<file path="src/rtl/pattern_player.sv">
// Pattern player for the memory tester: latches a target pattern (external or LFSR)
// and shows it one 4-bit digit at a time, MSB digit first, with blank gaps between digits.
module pattern_player #(
    parameter int          DIGITS      = 4,
    parameter int          SHOW_CYCLES = 8,
    parameter int          GAP_CYCLES  = 4,
    parameter logic [15:0] SEED        = 16'hACE1
) (
    input  logic                                      clock,
    input  logic                                      rst,
    input  logic                                      start,
    input  logic                                      abort,
    input  logic                                      use_lfsr,
    input  logic [4*DIGITS-1:0]                       pattern_in,
    output logic [3:0]                                disp_nibble,
    output logic                                      disp_valid,
    output logic [((DIGITS > 1) ? $clog2(DIGITS) : 1)-1:0] digit_idx,
    output logic [4*DIGITS-1:0]                       target,
    output logic                                      busy,
    output logic                                      done
);
    localparam int W       = 4 * DIGITS;
    localparam int IDX_W   = (DIGITS > 1) ? $clog2(DIGITS) : 1;
    localparam int MAX_CNT = (SHOW_CYCLES > GAP_CYCLES) ? SHOW_CYCLES : GAP_CYCLES;
    localparam int CNT_W   = (MAX_CNT > 0) ? $clog2(MAX_CNT + 1) : 1;

    localparam logic [CNT_W-1:0] SHOW_LAST = CNT_W'(SHOW_CYCLES - 1);
    localparam logic [CNT_W-1:0] GAP_LAST  = CNT_W'((GAP_CYCLES > 0) ? GAP_CYCLES - 1 : 0);
    localparam logic [IDX_W-1:0] LAST_IDX  = IDX_W'(DIGITS - 1);

    typedef enum logic [1:0] {IDLE, SHOW, GAP, DONE} state_t;

    state_t           state, state_next;
    logic [CNT_W-1:0] cnt, cnt_next;
    logic [IDX_W-1:0] idx_next;
    logic [W-1:0]     target_next;
    logic [15:0]      lfsr;
    logic [3:0]       digits [DIGITS];

    // Free-running Fibonacci LFSR, x^16+x^14+x^13+x^11+1
    always_ff @(posedge clock) begin
        if (rst) begin
            lfsr <= SEED;
        end else begin
            lfsr <= {lfsr[14:0], lfsr[15] ^ lfsr[13] ^ lfsr[12] ^ lfsr[10]};
        end
    end

    always_ff @(posedge clock) begin
        if (rst) begin
            state     <= IDLE;
            cnt       <= '0;
            digit_idx <= '0;
            target    <= '0;
        end else begin
            state     <= state_next;
            cnt       <= cnt_next;
            digit_idx <= idx_next;
            target    <= target_next;
        end
    end

    always_comb begin
        state_next  = state;
        cnt_next    = cnt;
        idx_next    = digit_idx;
        target_next = target;
        case (state)
            IDLE: begin
                if (start && !abort) begin
                    state_next  = SHOW;
                    cnt_next    = '0;
                    idx_next    = '0;
                    target_next = use_lfsr ? W'(lfsr) : pattern_in;
                end
            end
            SHOW: begin
                if (cnt == SHOW_LAST) begin
                    cnt_next = '0;
                    if (digit_idx == LAST_IDX) begin
                        state_next = DONE;
                    end else if (GAP_CYCLES == 0) begin
                        idx_next = digit_idx + IDX_W'(1);
                    end else begin
                        state_next = GAP;
                    end
                end else begin
                    cnt_next = cnt + CNT_W'(1);
                end
            end
            GAP: begin
                if (cnt == GAP_LAST) begin
                    cnt_next   = '0;
                    state_next = SHOW;
                    idx_next   = digit_idx + IDX_W'(1);
                end else begin
                    cnt_next = cnt + CNT_W'(1);
                end
            end
            DONE: begin
                state_next = IDLE;
                idx_next   = '0;
            end
            default: state_next = IDLE;
        endcase
        // Abort overrides everything except IDLE; the latched target is kept.
        if (abort && state != IDLE) begin
            state_next = IDLE;
            cnt_next   = '0;
            idx_next   = '0;
        end
    end

    always_comb begin
        for (int i = 0; i < DIGITS; i++) begin
            digits[i] = target[W-1-4*i -: 4];
        end
    end

    assign busy        = (state != IDLE);
    assign disp_valid  = (state == SHOW);
    assign done        = (state == DONE);
    assign disp_nibble = disp_valid ? digits[digit_idx] : 4'h0;
endmodule

</file>
<file path="config.mk">
export PLATFORM = sky130hd
export DESIGN_NAME = pattern_player
export DESIGN_NICKNAME = d
export VERILOG_FILES = /design/src/rtl/pattern_player.sv
export SDC_FILE = /design/constraint.sdc
export NUM_CORES = 1
export LEC_CHECK = 0
export CAP_MARGIN = 20
export CORE_ASPECT_RATIO = 0.5
export CORE_MARGIN = 4
export CORE_UTILIZATION = 52
export DETAILED_ROUTE_END_ITERATION = 6
export PLACE_DENSITY = 0.84
export SYNTH_ARGS = -nofsm -noshare
export SYNTH_HDL_FRONTEND = slang
export SYNTH_SLANG_ARGS = --single-unit
</file>
<file path="constraint.sdc">
create_clock -name clock -period 2.36 [get_ports clock]
set_input_delay 0.236 -clock clock [delete_from_list [all_inputs] [get_ports clock]]
set_output_delay 0.236 -clock clock [all_outputs]
set_load 0.03 [all_outputs]
</file>
==> impl_metrics.py, run 1 <==
metrics = {
    "place": {
        "io_buffers": 45,
        "dp_hpwl_um": 3000,
        "dp_slack_ns": 0.341,
        "gp_routability_congestion": 0.795,
    },
    "floorplanning": {
        "die_area_um2": 4560,
        "ioPinCount": 46,
        "start_util_pct": 57.2,
        "die_y_um": 49.8,
        "dieWidth_um": 91.5,
        "row_count": 14,
        "core-area_um2": 3170,
    },
    "clock_tree": {
        "postCtsResizedCells": 0,
        "cts_setup_buffers": 0,
        "cts_root_buf": "clkbuf_8",
        "cts_max_level": 2,
        "cts-hold-fix-buffers": 0,
        "clk_pin_slew_ns": 0.08,
        "cts_made_buffers": 5,
        "clkLatencyLatePin_ns": 0.29,
        "cts_tree": "yes",
        "clockBufferDepth": 2,
        "clkSinkCount": 40,
    },
    "global_routing": {
        "grt.total_usage_pct": 19.3,
        "grt_overflow_total": 0,
        "grt_pass1_vias": 1351,
        "grt_antenna_before_repair": 0,
        "grt_pass1_wl_um": 6870,
        "grt_start_max_net_pins": 33,
    },
    "worst_hold_path": {
        "min_to": "lfsr[15]",
        "hp-start": "lfsr[14]",
        "min_path_type": "flop to flop",
        "hold-path-cell-count": 1,
    },
    "setup_path": {
        "critPathMaxFanout": 8,
        "r2r_slack_ns": 0.54,
        "reg2reg_depth": 6,
        "arrival_ns": 1.99,
        "worstSetupStartpointType": "flop",
        "worstSetupEndpointType": "primary output",
        "cpMaxStageDelayCell": "clkdlybuf4s50_1",
        "r2r_end": "state[0]",
        "r2r_start": "state[0]",
        "crit_type": "flop to primary output",
        "crit_chain": "mux4_2 -> and2_1 -> clkdlybuf4s50_1",
        "max_stage_delay_ns": 0.58,
        "critPathRequiredTime_ns": 2.12,
    },
    "timing": {
        "final_hold_viol_count": 0,
        "slew_viol_final": 0,
        "fin_crit_sh_pct": 94.2,
        "tightest_slew_ns": 0.351,
        "layout_min_cycle_time_ns": 2.22,
        "rsz0062_at_grt": "no",
        "relSlewSlack_pct": 76.6,
        "max_freq_ghz": 0.450,
        "fin_tns_setup_ns": 0,
        "setup_viol": 0,
        "worst_slack_ns": 0.136,
        "clock_skew_ns": 0.00618,
    },
    "routing": {
        "vias": 1415,
        "drc": 0,
        "routed_via_density": 5.20,
        "first_pass_iters": 4,
        "wl_um": 4200,
        "drtIter0Drc": 42,
        "wl_per_cell_um": 15.4,
        "drtAntennaViolNets": 0,
    },
    "yosys": {
        "yosys_warnings": 0,
        "synthFlopType": "dfxtp_1",
        "syn_area_per_cell_um2": 10.2,
        "synthArstFlopShare_pct": 0,
        "yosysSeqAreaShare_pct": 44.1,
        "syn_area_um2": 1810,
        "synth_edf_count": 0,
        "yosysUniqueCellTypes": 38,
        "syn-num-nets": 205,
        "synthCells": 178,
        "ys_ff_latch": 40,
    },
    "run": {
        "drv_cap": 0,
    },
    "power": {
        "power_leakage_nw": 0.927,
        "finalPower_mw": 2.32,
        "max-vdd-ir-drop_uv": 402,
        "power_density_nw_per_um2": 958,
    },
    "cells_and_area": {
        "drive_above_1_share_pct": 12.1,
        "nets": 250,
        "syn_to_final_growth_pct": 33.6,
        "n_antenna_cell": 0,
    },
    "status": {
        "status": "finished clean",
    },
}
## cell type report
class | instances | area (µm²)
inverters | 4 | 15.0
multi-input cells | 124 | 951
repair buffers | 48 | 473
clock buffers | 6 | 82.6
well taps | 48 | 60.1
fillers | 211 | 747
flip-flops and latches | 40 | 803
clock inverters | 2 | 38.8
## stage by stage
step / area [µm²] / std cells / hold slack [ns] / utilization (%)
after CTS: 2420 / 272 / 0.446 / 76.3
after floorplan: 1810 / 178 / 0.308 / -
final: 2420 / 272 / 0.446 / 76.4
after global placement: 2300 / 264 / 0.418 / 72.5
after detailed placement: 2300 / 264 / 0.428 / 72.5
after global routing: 2420 / 272 / 0.468 / 76.4
## critical path: cells and delay by family, from the launching register on
kind / cells / cell delay [ns]
DFF: 1 / 0.43
buffers and inverters: 1 / 0.58
and+or+nand+nor: 1 / 0.17
muxes: 1 / 0.51
## per-layer routing
metal	GRT usage [%]	up-vias	part of all wire (%)
li1	-	719	-
met1	25.4	656	49
met2	31.1	34	46
met3	4.56	6	3.8
met4	6.75	0	1.2
met5	0	-	0
## cells in the final DEF (no fill, tap or decap), types with 2 or more instances in the layout
master,Yosys,final
clkdlybuf4s50_1,0,45
dfxtp_1,40,38
nor2_1,22,22
mux2i_1,17,17
a211oi_1,16,16
a21oi_1,8,8
nor2b_1,8,8
clkbuf_8,0,6
or2_1,5,5
ha_1,6,5
mux4_2,4,4
and2_1,4,4
inv_1,3,3
nand2_1,3,3
nand3_1,3,3
buf_4,2,3
nand2b_1,2,2
a21o_1,2,2
a31oi_1,2,2
o21a_1,2,2
or2_2,2,2
nand3b_1,2,2
xor2_1,2,2
dfxtp_2,0,2
## worst max path at each step
stage                       from        endpoint  slack, ns  cells past startpoint
floorplan               state[1]        state[0]       0.64                      7
global placement    digit_idx[0]  disp_nibble[1]       0.35                      3
detailed placement  digit_idx[0]  disp_nibble[1]       0.34                      3
CTS                 digit_idx[0]  disp_nibble[1]      0.003                      3
global route        digit_idx[0]  disp_nibble[0]       0.05                      3
finish              digit_idx[0]  disp_nibble[1]       0.14                      3
## Yosys cell counts (2+ instances only)
cell type | instances | area (µm²)
dfxtp_1 | 40 | 801
nor2_1 | 22 | 82.6
mux2i_1 | 17 | 170
a211oi_1 | 16 | 120
a21oi_1 | 8 | 40.0
nor2b_1 | 8 | 50.1
ha_1 | 6 | 75.1
or2_1 | 5 | 31.3
and2_1 | 4 | 25.0
buf_2 | 4 | 20.0
clkbuf_1 | 4 | 15.0
mux4_2 | 4 | 90.1
inv_1 | 3 | 11.3
nand2_1 | 3 | 11.3
nand3_1 | 3 | 15.0
a21o_1 | 2 | 15.0
a31oi_1 | 2 | 12.5
buf_4 | 2 | 15.0
nand2b_1 | 2 | 12.5
nand3b_1 | 2 | 15.0
o21a_1 | 2 | 15.0
or2_2 | 2 | 12.5
xor2_1 | 2 | 17.5
## logic make-up after synthesis
family | share of synthesized area (%)
AOI/OAI and AO/OA | 13.4
xor gates and xnor gates | 1.45
adders and majority gates | 4.14
buffers and inverters | 3.59
DFF | 44.1
muxes | 15.0
and+or+nand+nor | 18.3
## state kept, by name, indices dropped and copies added (netlist names)
signal / flops
lfsr: 16
target: 16
cnt: 4
digit_idx: 2
state: 2
## where the power goes
group          switching [mW]  internal, mW  total (mW)
Combinational           0.505         0.376       0.882
Clock                   0.250         0.346       0.596
Sequential             0.0762         0.767       0.843
Note: power is estimated with default switching activity, not from simulation.
==> inputs of run 2 (changes only) <==
--- a/config.mk
+++ b/config.mk
@@ -9,6 +9,7 @@
 export CORE_ASPECT_RATIO = 0.5
 export CORE_MARGIN = 4
 export CORE_UTILIZATION = 52
+export CTS_CLUSTER_DIAMETER = 100
 export DETAILED_ROUTE_END_ITERATION = 6
 export PLACE_DENSITY = 0.84
 export SYNTH_ARGS = -nofsm -noshare
==> results of run 2 <==
Same layout as run 1: the final DEF is identical, and so are final timing and power.
==> inputs of run 3 (changes only) <==
--- a/config.mk
+++ b/config.mk
@@ -8,10 +8,10 @@
 export CAP_MARGIN = 20
 export CORE_ASPECT_RATIO = 0.5
 export CORE_MARGIN = 4
-export CORE_UTILIZATION = 52
+export CORE_UTILIZATION = 48
 export CTS_CLUSTER_DIAMETER = 100
 export DETAILED_ROUTE_END_ITERATION = 6
-export PLACE_DENSITY = 0.84
+export PLACE_DENSITY = 0.78
 export SYNTH_ARGS = -nofsm -noshare
 export SYNTH_HDL_FRONTEND = slang
 export SYNTH_SLANG_ARGS = --single-unit
==> constraint.sdc (replaced) <==
create_clock -name clock -period 2.5 [get_ports clock]
set_input_delay 0.25 -clock clock [delete_from_list [all_inputs] [get_ports clock]]
set_output_delay 0.25 -clock clock [all_outputs]
set_load 0.03 [all_outputs]
==> run 3 against run 2 <==
First-iteration DRC count up 100%. Global-route usage shrank 2.0 points. Count of clock-buffer cells in the layout is the same. Combinational power shrank 8.4%. Core utilization shrank 7.8 points. Design area about the same. Sequential share of layout area is 0.086 points lower. Sequential power decreased by 5.3%. Register-to-register slack better by 0.12 ns. Largest cell class unchanged.
==> impl_metrics.py, run 3 (same netlist as run 1, synthesis figures left out) <==
metrics = {
    "status": {
        "status": "finished clean",
    },
    "power": {
        "max-vdd-ir-drop_uv": 382,
        "power_leakage_nw": 0.928,
        "combPwrFrac_pct": 37.4,
        "p_sw_share_pct": 35.2,
        "clkPwrFrac_pct": 25.7,
        "power.internal_mw": 1.40,
        "pwr-share-seq_pct": 36.9,
        "power_density_nw_per_um2": 893,
        "p_sw_mw": 0.760,
    },
    "cells_and_area": {
        "final_cell_area_um2": 2420,
        "n_antenna_cell": 0,
        "reg_top3": "lfsr: 16 flops, target: 16 flops, cnt: 4 flops",
        "syn_to_final_growth_pct": 33.5,
        "drive_above_1_share_pct": 10.7,
        "final_common_cell": "clkdlybuf4s50_1",
        "nets": 250,
        "layout_common_cells": "45 x clkdlybuf4s50_1, 40 x dfxtp_1, 22 x nor2_1",
        "finalNonFillerCells": 275,
    },
    "setup_path": {
        "reg2reg_depth": 6,
        "crit_type": "flop to primary output",
        "arrival_ns": 2.11,
        "r2r_slack_ns": 0.66,
        "max_stage_delay_ns": 0.59,
        "critPathMaxFanout": 7,
        "worstSetupEndpointType": "primary output",
        "crit_chain": "mux4_2 -> and2_1 -> clkdlybuf4s50_1",
        "worstSetupStartpointType": "flop",
        "cpMaxStageDelayCell": "clkdlybuf4s50_1",
        "cp_num_buf_inv": 1,
        "r2r_start": "state[1]",
        "critPathRequiredTime_ns": 2.25,
        "r2r_end": "state[0]",
        "crit_family": "buffers and inverters",
    },
    "global_routing": {
        "grt_start_max_net_pins": 33,
        "met3_usage_pct": 5.59,
        "grt_pass1_wl_um": 6390,
        "globalRouteMet2Util_pct": 29.9,
        "grt_antenna_before_repair": 0,
        "grtUsageMet1_pct": 21.1,
        "busiest_layer": "met2",
        "grt_overflow_total": 0,
        "grt_pass1_vias": 1353,
        "grt.total_usage_pct": 17.3,
    },
    "timing": {
        "clock_skew_ns": 0.0105,
        "rsz0062_at_grt": "no",
        "tightest_slew_ns": 0.459,
        "relSlewSlack_pct": 69.3,
        "max_freq_ghz": 0.424,
        "layout_min_cycle_time_ns": 2.36,
        "worst_slack_ns": 0.141,
        "fin_tns_setup_ns": 0,
        "slew_viol_final": 0,
        "fin_crit_sh_pct": 94.4,
        "final_hold_viol_count": 0,
        "setup_viol": 0,
    },
    "routing": {
        "wl_um": 4020,
        "vias": 1397,
        "first_pass_iters": 4,
        "wl_per_cell_um": 14.6,
        "drtAntennaViolNets": 0,
        "drc": 0,
        "routed_via_density": 5.08,
        "drtIter0Drc": 84,
    },
    "clock_tree": {
        "cts-hold-fix-buffers": 0,
        "cts_tree": "yes",
        "clkLatencyLatePin_ns": 0.29,
        "cts_setup_buffers": 0,
        "cts_max_level": 2,
        "postCtsResizedCells": 0,
        "clk_pin_slew_ns": 0.08,
        "clkSinkCount": 40,
        "cts_root_buf": "clkbuf_8",
        "cts_made_buffers": 5,
        "clockBufferDepth": 2,
    },
    "place": {
        "dp_hpwl_um": 3020,
        "gp_routability_congestion": 0.837,
        "place_area_um2": 2300,
        "dp_slack_ns": 0.436,
        "dp.cells": 267,
        "io_buffers": 45,
    },
    "worst_hold_path": {
        "min_to": "lfsr[5]",
        "hp-start": "lfsr[4]",
        "hold-path-cell-count": 1,
        "min_path_type": "flop to flop",
    },
    "floorplanning": {
        "core-area_um2": 3530,
        "die_area_um2": 4890,
        "start_util_pct": 51.4,
        "dieWidth_um": 94.9,
        "die_y_um": 51.5,
        "row_count": 15,
        "ioPinCount": 46,
    },
    "run": {
        "drv_cap": 0,
    },
}
==> run 3: changes by cell type in the layout (fill, tap and decap cells not counted) <==
| cell | change |
|---|---|
| dfxtp_1 | +2 |
| dfxtp_2 | -2 |
| ha_1 | +1 |
| ha_2 | -1 |
==> run 3: worst max path at each step <==
stage | start | end | cells after the start | slack, ns
5_1_grt | digit_idx[0] | disp_nibble[0] | 3 | 0.03
4_1_cts | digit_idx[0] | disp_nibble[0] | 3 | 0.11
3_3_place_gp | digit_idx[0] | disp_nibble[1] | 3 | 0.47
3_5_place_dp | digit_idx[0] | disp_nibble[0] | 3 | 0.44
2_1_floorplan | state[1] | state[0] | 7 | 0.78
6_report | digit_idx[1] | disp_nibble[2] | 3 | 0.14
==> run 3: metrics by stage <==
step	hold WS [ns]	utilization, %	power, mW
after floorplan	0.322	-	1.36
after global routing	0.481	68.7	2.28
after detailed placement	0.430	65.2	1.62
final	0.452	68.7	2.16
after global placement	0.420	65.2	1.61
after CTS	0.452	68.7	2.18
==> run 3: layout make-up <==
type                            count  area, µm²
Timing Repair Buffer               48        473
Sequential cell                    40        801
Tap cell                           51       63.8
Multi-Input combinational cell    124        948
Inverter                            4       15.0
Fill cell                         297       1110
Clock buffer                        6       82.6
Clock inverter                      2       38.8
==> run 3: power groups by stage <==
stage / Combinational, mW / Clock (mW) / Sequential [mW]
finish: 0.808 / 0.556 / 0.798
global route: 0.875 / 0.595 / 0.812
CTS: 0.816 / 0.565 / 0.800
detailed placement: 0.811 / 0 / 0.812
global placement: 0.805 / 0 / 0.809
floorplan: 0.471 / 0 / 0.891
==> run 3: routing by layer <==
layer | vias to the layer above | wire [µm]
li1 | 715 | -
met1 | 654 | 1870
met2 | 26 | 1990
met3 | 2 | 157
met4 | 0 | 5
met5 | - | 0
==> RTL edit 1, RTL diff (config.mk and constraints of run 3) <==
The 4 states of `state_t` get a one-hot encoding in 4 bits.
--- a/src/rtl/pattern_player.sv
+++ b/src/rtl/pattern_player.sv
@@ -28,7 +28,7 @@
     localparam logic [CNT_W-1:0] GAP_LAST  = CNT_W'((GAP_CYCLES > 0) ? GAP_CYCLES - 1 : 0);
     localparam logic [IDX_W-1:0] LAST_IDX  = IDX_W'(DIGITS - 1);
 
-    typedef enum logic [1:0] {IDLE, SHOW, GAP, DONE} state_t;
+    typedef enum logic [3:0] {IDLE = 4'b0001, SHOW = 4'b0010, GAP = 4'b0100, DONE = 4'b1000} state_t;
 
     state_t           state, state_next;
     logic [CNT_W-1:0] cnt, cnt_next;
Behaviour: no difference found for any inputs over 10 cycles, from zero or initial values and one cycle with rst high; not proved beyond that.
==> RTL edit 1 against run 3 <==
  * Cell count up 1.1%
  * Setup slack worse by 0.047 ns
  * Maximum frequency down 1.9%
  * Synthesized area up 1.2%
  * Wire length up 8.0%
  * Utilization up 0.77 points
  * Sequential cell count up 2
  * Sequential share of layout area up 1.1 points
  * Design area up 1.7%
  * Largest cell class unchanged
  * Highest routed layer unchanged
Power is not compared: it rests on default switching activity, and its combinational part moved more than twofold at a synthesized area within 25%.
==> RTL edit 1: results (changes against run 3) <==
| Result | This run | Unit | Change |
|---|---|---|---|
| Worst slew margin relative to its limit | 0.664 | - | was 0.693 |
| Routability congestion estimate from global placement | 0.858 | - | was 0.837 |
| Yosys cell types | 40 | - | was 38 |
| Clock Skew | 0.00246 | ns | was 0.0105 ns |
| Global Route met1 Usage | 0.245 | - | was 0.211 |
| Area post-placement | 2320 | um2 | was 2300 um2 |
| Buffer type at the clock tree root | clkbuf_8 | - | unchanged |
| Reg2Reg Capture Point | digit_idx[1] | - | was state[0] |
| Share of final-layout standard cells stronger than drive strength 1 | 0.141 | - | was 0.107 |
| Register-to-register setup slack | 0.56 | ns | was 0.66 ns |
| Origin of the critical flop-to-flop path | state[0] | - | was state[1] |
| Commonest cells in the netlist | dfxtp_1, nor2_1, a211oi_1, mux2i_1, nor2b_1 | - | was dfxtp_1, nor2_1, mux2i_1 |
| CTS clock-pin slew for the worst setup and hold paths | 0.08 | ns | about the same |
| Number of global-route vias before repair | 1,507 | - | was 1,353 |
| Number of vias in the routed layout | 1,464 | - | was 1,397 |
| Total clock buffers created by CTS | 5 | - | unchanged |
| Part of the Yosys area used for sequential elements | 0.458 | - | was 0.441 |
| Longest individual stage delay on the worst path | 0.61 | ns | was 0.59 ns |
| Filler Cell Count | 279 | - | was 297 |
| Worst R2R Path Depth | 4 | - | was 6 |
| Number of nets in the final layout | 249 | - | was 250 |
| Status | complete, no violations | - | unchanged |
| Count of non-filler cells in the finished layout | 278 | - | was 275 |
| Largest registers ranked by flip-flop count | lfsr (16), target (16) | - | was lfsr (16), target (16), cnt (4) |
| Global-route track usage on met3 | 0.0477 | - | was 0.0559 |
| Syn avg cell area | 10.1 | um2 | was 10.2 um2 |
| Hpwl dp | 3.18 | mm | was 3.02 mm |
| Worst setup slack before clock tree synthesis | 0.425 | ns | was 0.436 ns |
| Net Count, Synth | 204 | - | was 205 |
| Violation count after the first detailed-route iteration | 38 | - | was 84 |
| Worst hold margin | 0.462 | ns | was 0.452 ns |
| Cell total after placement | 270 | - | was 267 |
| Global-route met2 utilization | 0.344 | - | was 0.299 |
| Global router's overall resource usage | 0.197 | - | was 0.173 |
| Final wirelength | 4.35 | mm | was 4.02 mm |
| Critical Path Fanout Max | 8 | - | was 7 |
| Cell types with the largest area share after synthesis | dfxtp_1, mux2i_1, a211oi_1 | - | unchanged |
| First-pass GRT wire length | 7.40 | mm | was 6.39 mm |
## RTL edit 1: kinds of logic after synthesis
family,share of synthesized area
DFF,0.458
muxes,0.136
AOI/OAI and AO/OA,0.132
xor gates and xnor gates,0.0191
buffers and inverters,0.0382
adders and majority gates,0.0136
and+or+nand+nor,0.202
## RTL edit 1: layout make-up
class / instances / share of cell area
clock buffers: 5 / 0.0279
inverters: 2 / 0.00305
well taps: 51 / 0.0259
clock inverters: 3 / 0.0279
flip-flops and latches: 42 / 0.341
repair buffers: 50 / 0.198
multi-input cells: 125 / 0.376
## RTL edit 1: worst max-delay path by stage
stage,startpoint,to,slack [ns],cells past startpoint
2_1_floorplan,state[3],digit_idx[1],0.38,4
3_3_place_gp,digit_idx[0],disp_nibble[1],0.45,3
3_5_place_dp,digit_idx[0],disp_nibble[0],0.43,3
4_1_cts,digit_idx[0],disp_nibble[0],0.07,3
5_1_grt,digit_idx[0],disp_nibble[0],0.01,3
6_report,digit_idx[0],disp_nibble[0],0.09,3
## RTL edit 1: layer usage
layer | vias up | wire (um)
met5 | - | 0
met4 | 0 | 51
met3 | 4 | 135
met2 | 20 | 2130
met1 | 698 | 2030
li1 | 742 | -
## RTL edit 1: power by group
part	total (mW)	internal (mW)	switching [mW]	leakage, nW
logic	0.229	0.113	0.115	0.501
clock network	0.649	0.400	0.249	0.0683
registers	0.736	0.708	0.0288	0.346
total	1.61	1.22	0.393	0.915
==> RTL edit 2, RTL diff (settings of run 3) <==
Without the edit above. The parameter `GAP_CYCLES` goes from 4 to 16.
--- a/src/rtl/pattern_player.sv
+++ b/src/rtl/pattern_player.sv
@@ -3,7 +3,7 @@
 module pattern_player #(
     parameter int          DIGITS      = 4,
     parameter int          SHOW_CYCLES = 8,
-    parameter int          GAP_CYCLES  = 4,
+    parameter int          GAP_CYCLES  = 16,
     parameter logic [15:0] SEED        = 16'hACE1
 ) (
     input  logic                                      clock,
Function: same outputs for any inputs over 10 cycles, from zero or initial values and one cycle with rst high; that may be too few to reach the edited logic, so the function may still have changed.
==> RTL edit 2 against run 3 <==
  * First-iteration DRC count fell by 57%
  * Sequential share of layout area rose by 0.29 points
  * Critical path depth rose by 1
  * Maximum frequency rose by 1.7%
  * Power fell by 10%
  * Sequential cell count rose by 1
  * Design area rose by 1.8%
  * Die area rose by 2.6%
  * Cell count rose by 3.6%
  * Combinational power fell by 10%
  * Setup slack improved by 0.039 ns
  * Wire length rose by 4.9%
  * Synthesized area rose by 3.0%
  * Critical endpoint is now disp_nibble[1]
==> RTL edit 2: results (changes against run 3) <==
| Result | This run | Unit | Change |
|---|---|---|---|
| Vias per inst | 5.17 | - | was 5.08 |
| Critical Path Fanout Max | 14 | - | was 7 |
| Iteration count of the initial detailed-routing pass | 4 | - | unchanged |
| Violation count after the first detailed-route iteration | 36 | - | was 84 |
| Static leakage | 0.971 | nW | was 0.928 nW |
| Part of the Yosys area used for sequential elements | 0.439 | - | was 0.441 |
| Post-CTS Setup Repair Bufs | 0 | - | unchanged |
| ANT nets after route | 0 | - | unchanged |
| Routability congestion estimate from global placement | 0.751 | - | was 0.837 |
| Net Count, Synth | 215 | - | was 205 |
| Status | complete, no violations | - | unchanged |
| Maximum buffer depth of the clock tree | 2 | - | unchanged |
| Origin of the critical flop-to-flop path | cnt[0] | - | was state[1] |
| Depth of the CTS H-tree | 2 | - | unchanged |
| Number of nets in the final layout | 262 | - | was 250 |
| Antenna violations before repair | 0 | - | unchanged |
| Register-to-register setup slack | 0.42 | ns | was 0.66 ns |
| Worst hold start | lfsr[9] | - | was lfsr[4] |
| Clock Skew | 0.00422 | ns | was 0.0105 ns |
| Yosys cell types | 33 | - | was 38 |
| Arrival @ worst endpoint | 2.07 | ns | was 2.11 ns |
| Final wirelength | 4.22 | mm | was 4.02 mm |
| Endpoint of the worst hold path | lfsr[10] | - | was lfsr[5] |
| IO buf count | 45 | - | unchanged |
| Cell types with the largest area share after synthesis | dfxtp_1, mux2i_1, a211oi_1 | - | unchanged |
| Commonest cells in the netlist | dfxtp_1, nor2_1, a211oi_1 | - | was dfxtp_1, nor2_1, mux2i_1 |
| Number of diodes added for antenna fixing | 0 | - | unchanged |
| Count of cells along the worst hold path | 1 | - | unchanged |
| CTS clock-pin slew for the worst setup and hold paths | 0.08 | ns | about the same |
| Global router's overall resource usage | 0.178 | - | was 0.173 |
| Share of final-layout standard cells stronger than drive strength 1 | 0.124 | - | was 0.107 |
| Slew @ Worst Pin | 0.578 | ns | was 0.459 ns |
| Number of instances resized during post-cts repair | 0 | - | unchanged |
| Dominant register cell in the synthesized netlist | dfxtp_1 | - | unchanged |
| Hpwl dp | 3.22 | mm | was 3.02 mm |
| Share of synthesized flip-flops with an asynchronous set or reset | 0 | - | unchanged |
| P_int | 1.23 | mW | was 1.40 mW |
| Worst hold margin | 0.446 | ns | was 0.452 ns |
| Number of global-route vias before repair | 1,434 | - | was 1,353 |
| Filler Cell Count | 280 | - | was 297 |
| First-pass GRT wire length | 6.75 | mm | was 6.39 mm |
| Reg2Reg Capture Point | digit_idx[0] | - | was state[0] |
| Total clock buffers created by CTS | 5 | - | unchanged |
| Worst hold-check path type | register to register | - | unchanged |
| Peak ir drop on the vdd network | 0.000349 | V | was 0.000382 V |
| Clock insertion delay at the later pin of the skew report | 0.29 | ns | about the same |
| Largest registers ranked by flip-flop count | lfsr (16), target (16), cnt (5) | - | was lfsr (16), target (16), cnt (4) |
| Worst R2R Path Depth | 8 | - | was 6 |
| Buffer type at the clock tree root | clkbuf_8 | - | unchanged |
| Yosys warnings | 0 | - | unchanged |
| Count of max-cap constraint violations | 0 | - | unchanged |
## RTL edit 2: changes by cell type after synthesis, moves of 3 or more
cell     before  now
nor2b_1       8   11
or2_2         2    7
inv_1         3    6
or2_1         5    0
## RTL edit 2: power by group through the flow
stage / clock network, mW / registers [mW] / logic (mW)
6_report: 0.418 / 0.794 / 0.726
5_1_grt: 0.457 / 0.806 / 0.783
4_1_cts: 0.429 / 0.795 / 0.725
3_5_place_dp: 0 / 0.810 / 0.724
3_3_place_gp: 0 / 0.805 / 0.709
2_1_floorplan: 0 / 0.881 / 0.393
## RTL edit 2: cell type report
class	count	area [um2]	area share
inverters	6	22.5	0.00914
flip-flops and latches	41	822	0.334
multi-input cells	129	982	0.398
well taps	51	63.8	0.0259
clock buffers	5	68.8	0.0279
repair buffers	50	488	0.198
clock inverters	3	17.5	0.00711
## RTL edit 2: worst max path at each step
stage,from,to,slack [ns],cells past startpoint
floorplan,cnt[0],cnt[0],0.69,8
global placement,digit_idx[0],disp_nibble[0],0.42,3
detailed placement,digit_idx[0],disp_nibble[1],0.39,3
CTS,digit_idx[0],disp_nibble[1],0.07,3
global route,state[1],disp_nibble[3],0.09,4
finish,state[1],disp_nibble[1],0.18,4
## RTL edit 2: kinds of logic after synthesis
logic type      after synthesis  share of synthesized area
compound gates               38                      0.143
xor+xnor                      4                     0.0188
fa+ha+maj                     8                     0.0536
buf+inv                      16                     0.0348
flops                        41                      0.439
mux                          20                      0.134
simple gates                 59                      0.177
## RTL edit 2: worst max-delay path, cell delays in order, from the launching register on
cell             delay, ns
dfxtp_1               0.35
inv_1                 0.10
ha_1                  0.46
and2_1                0.20
clkdlybuf4s50_1       0.67
## RTL edit 2: metrics by stage
stage / total power, mW / std cells / worst slack, ns / util / area, um2
4_1_cts: 1.95 / 285 / 0.0684 / 0.687 / 2460
2_1_floorplan: 1.27 / 186 / 0.690 / - / 1870
5_1_grt: 2.05 / 285 / 0.0917 / 0.688 / 2460
3_3_place_gp: 1.51 / 277 / 0.417 / 0.663 / 2380
6_report: 1.94 / 285 / 0.179 / 0.688 / 2460
3_5_place_dp: 1.53 / 277 / 0.389 / 0.663 / 2380
## RTL edit 2: layer usage
layer | vias to the layer above | routed length [um] | GRT usage
li1 | 752 | - | -
met1 | 688 | 1960 | 0.224
met2 | 31 | 2070 | 0.303
met3 | 2 | 171 | 0.0419
met4 | 0 | 17 | 0.0566
met5 | - | 0 | 0
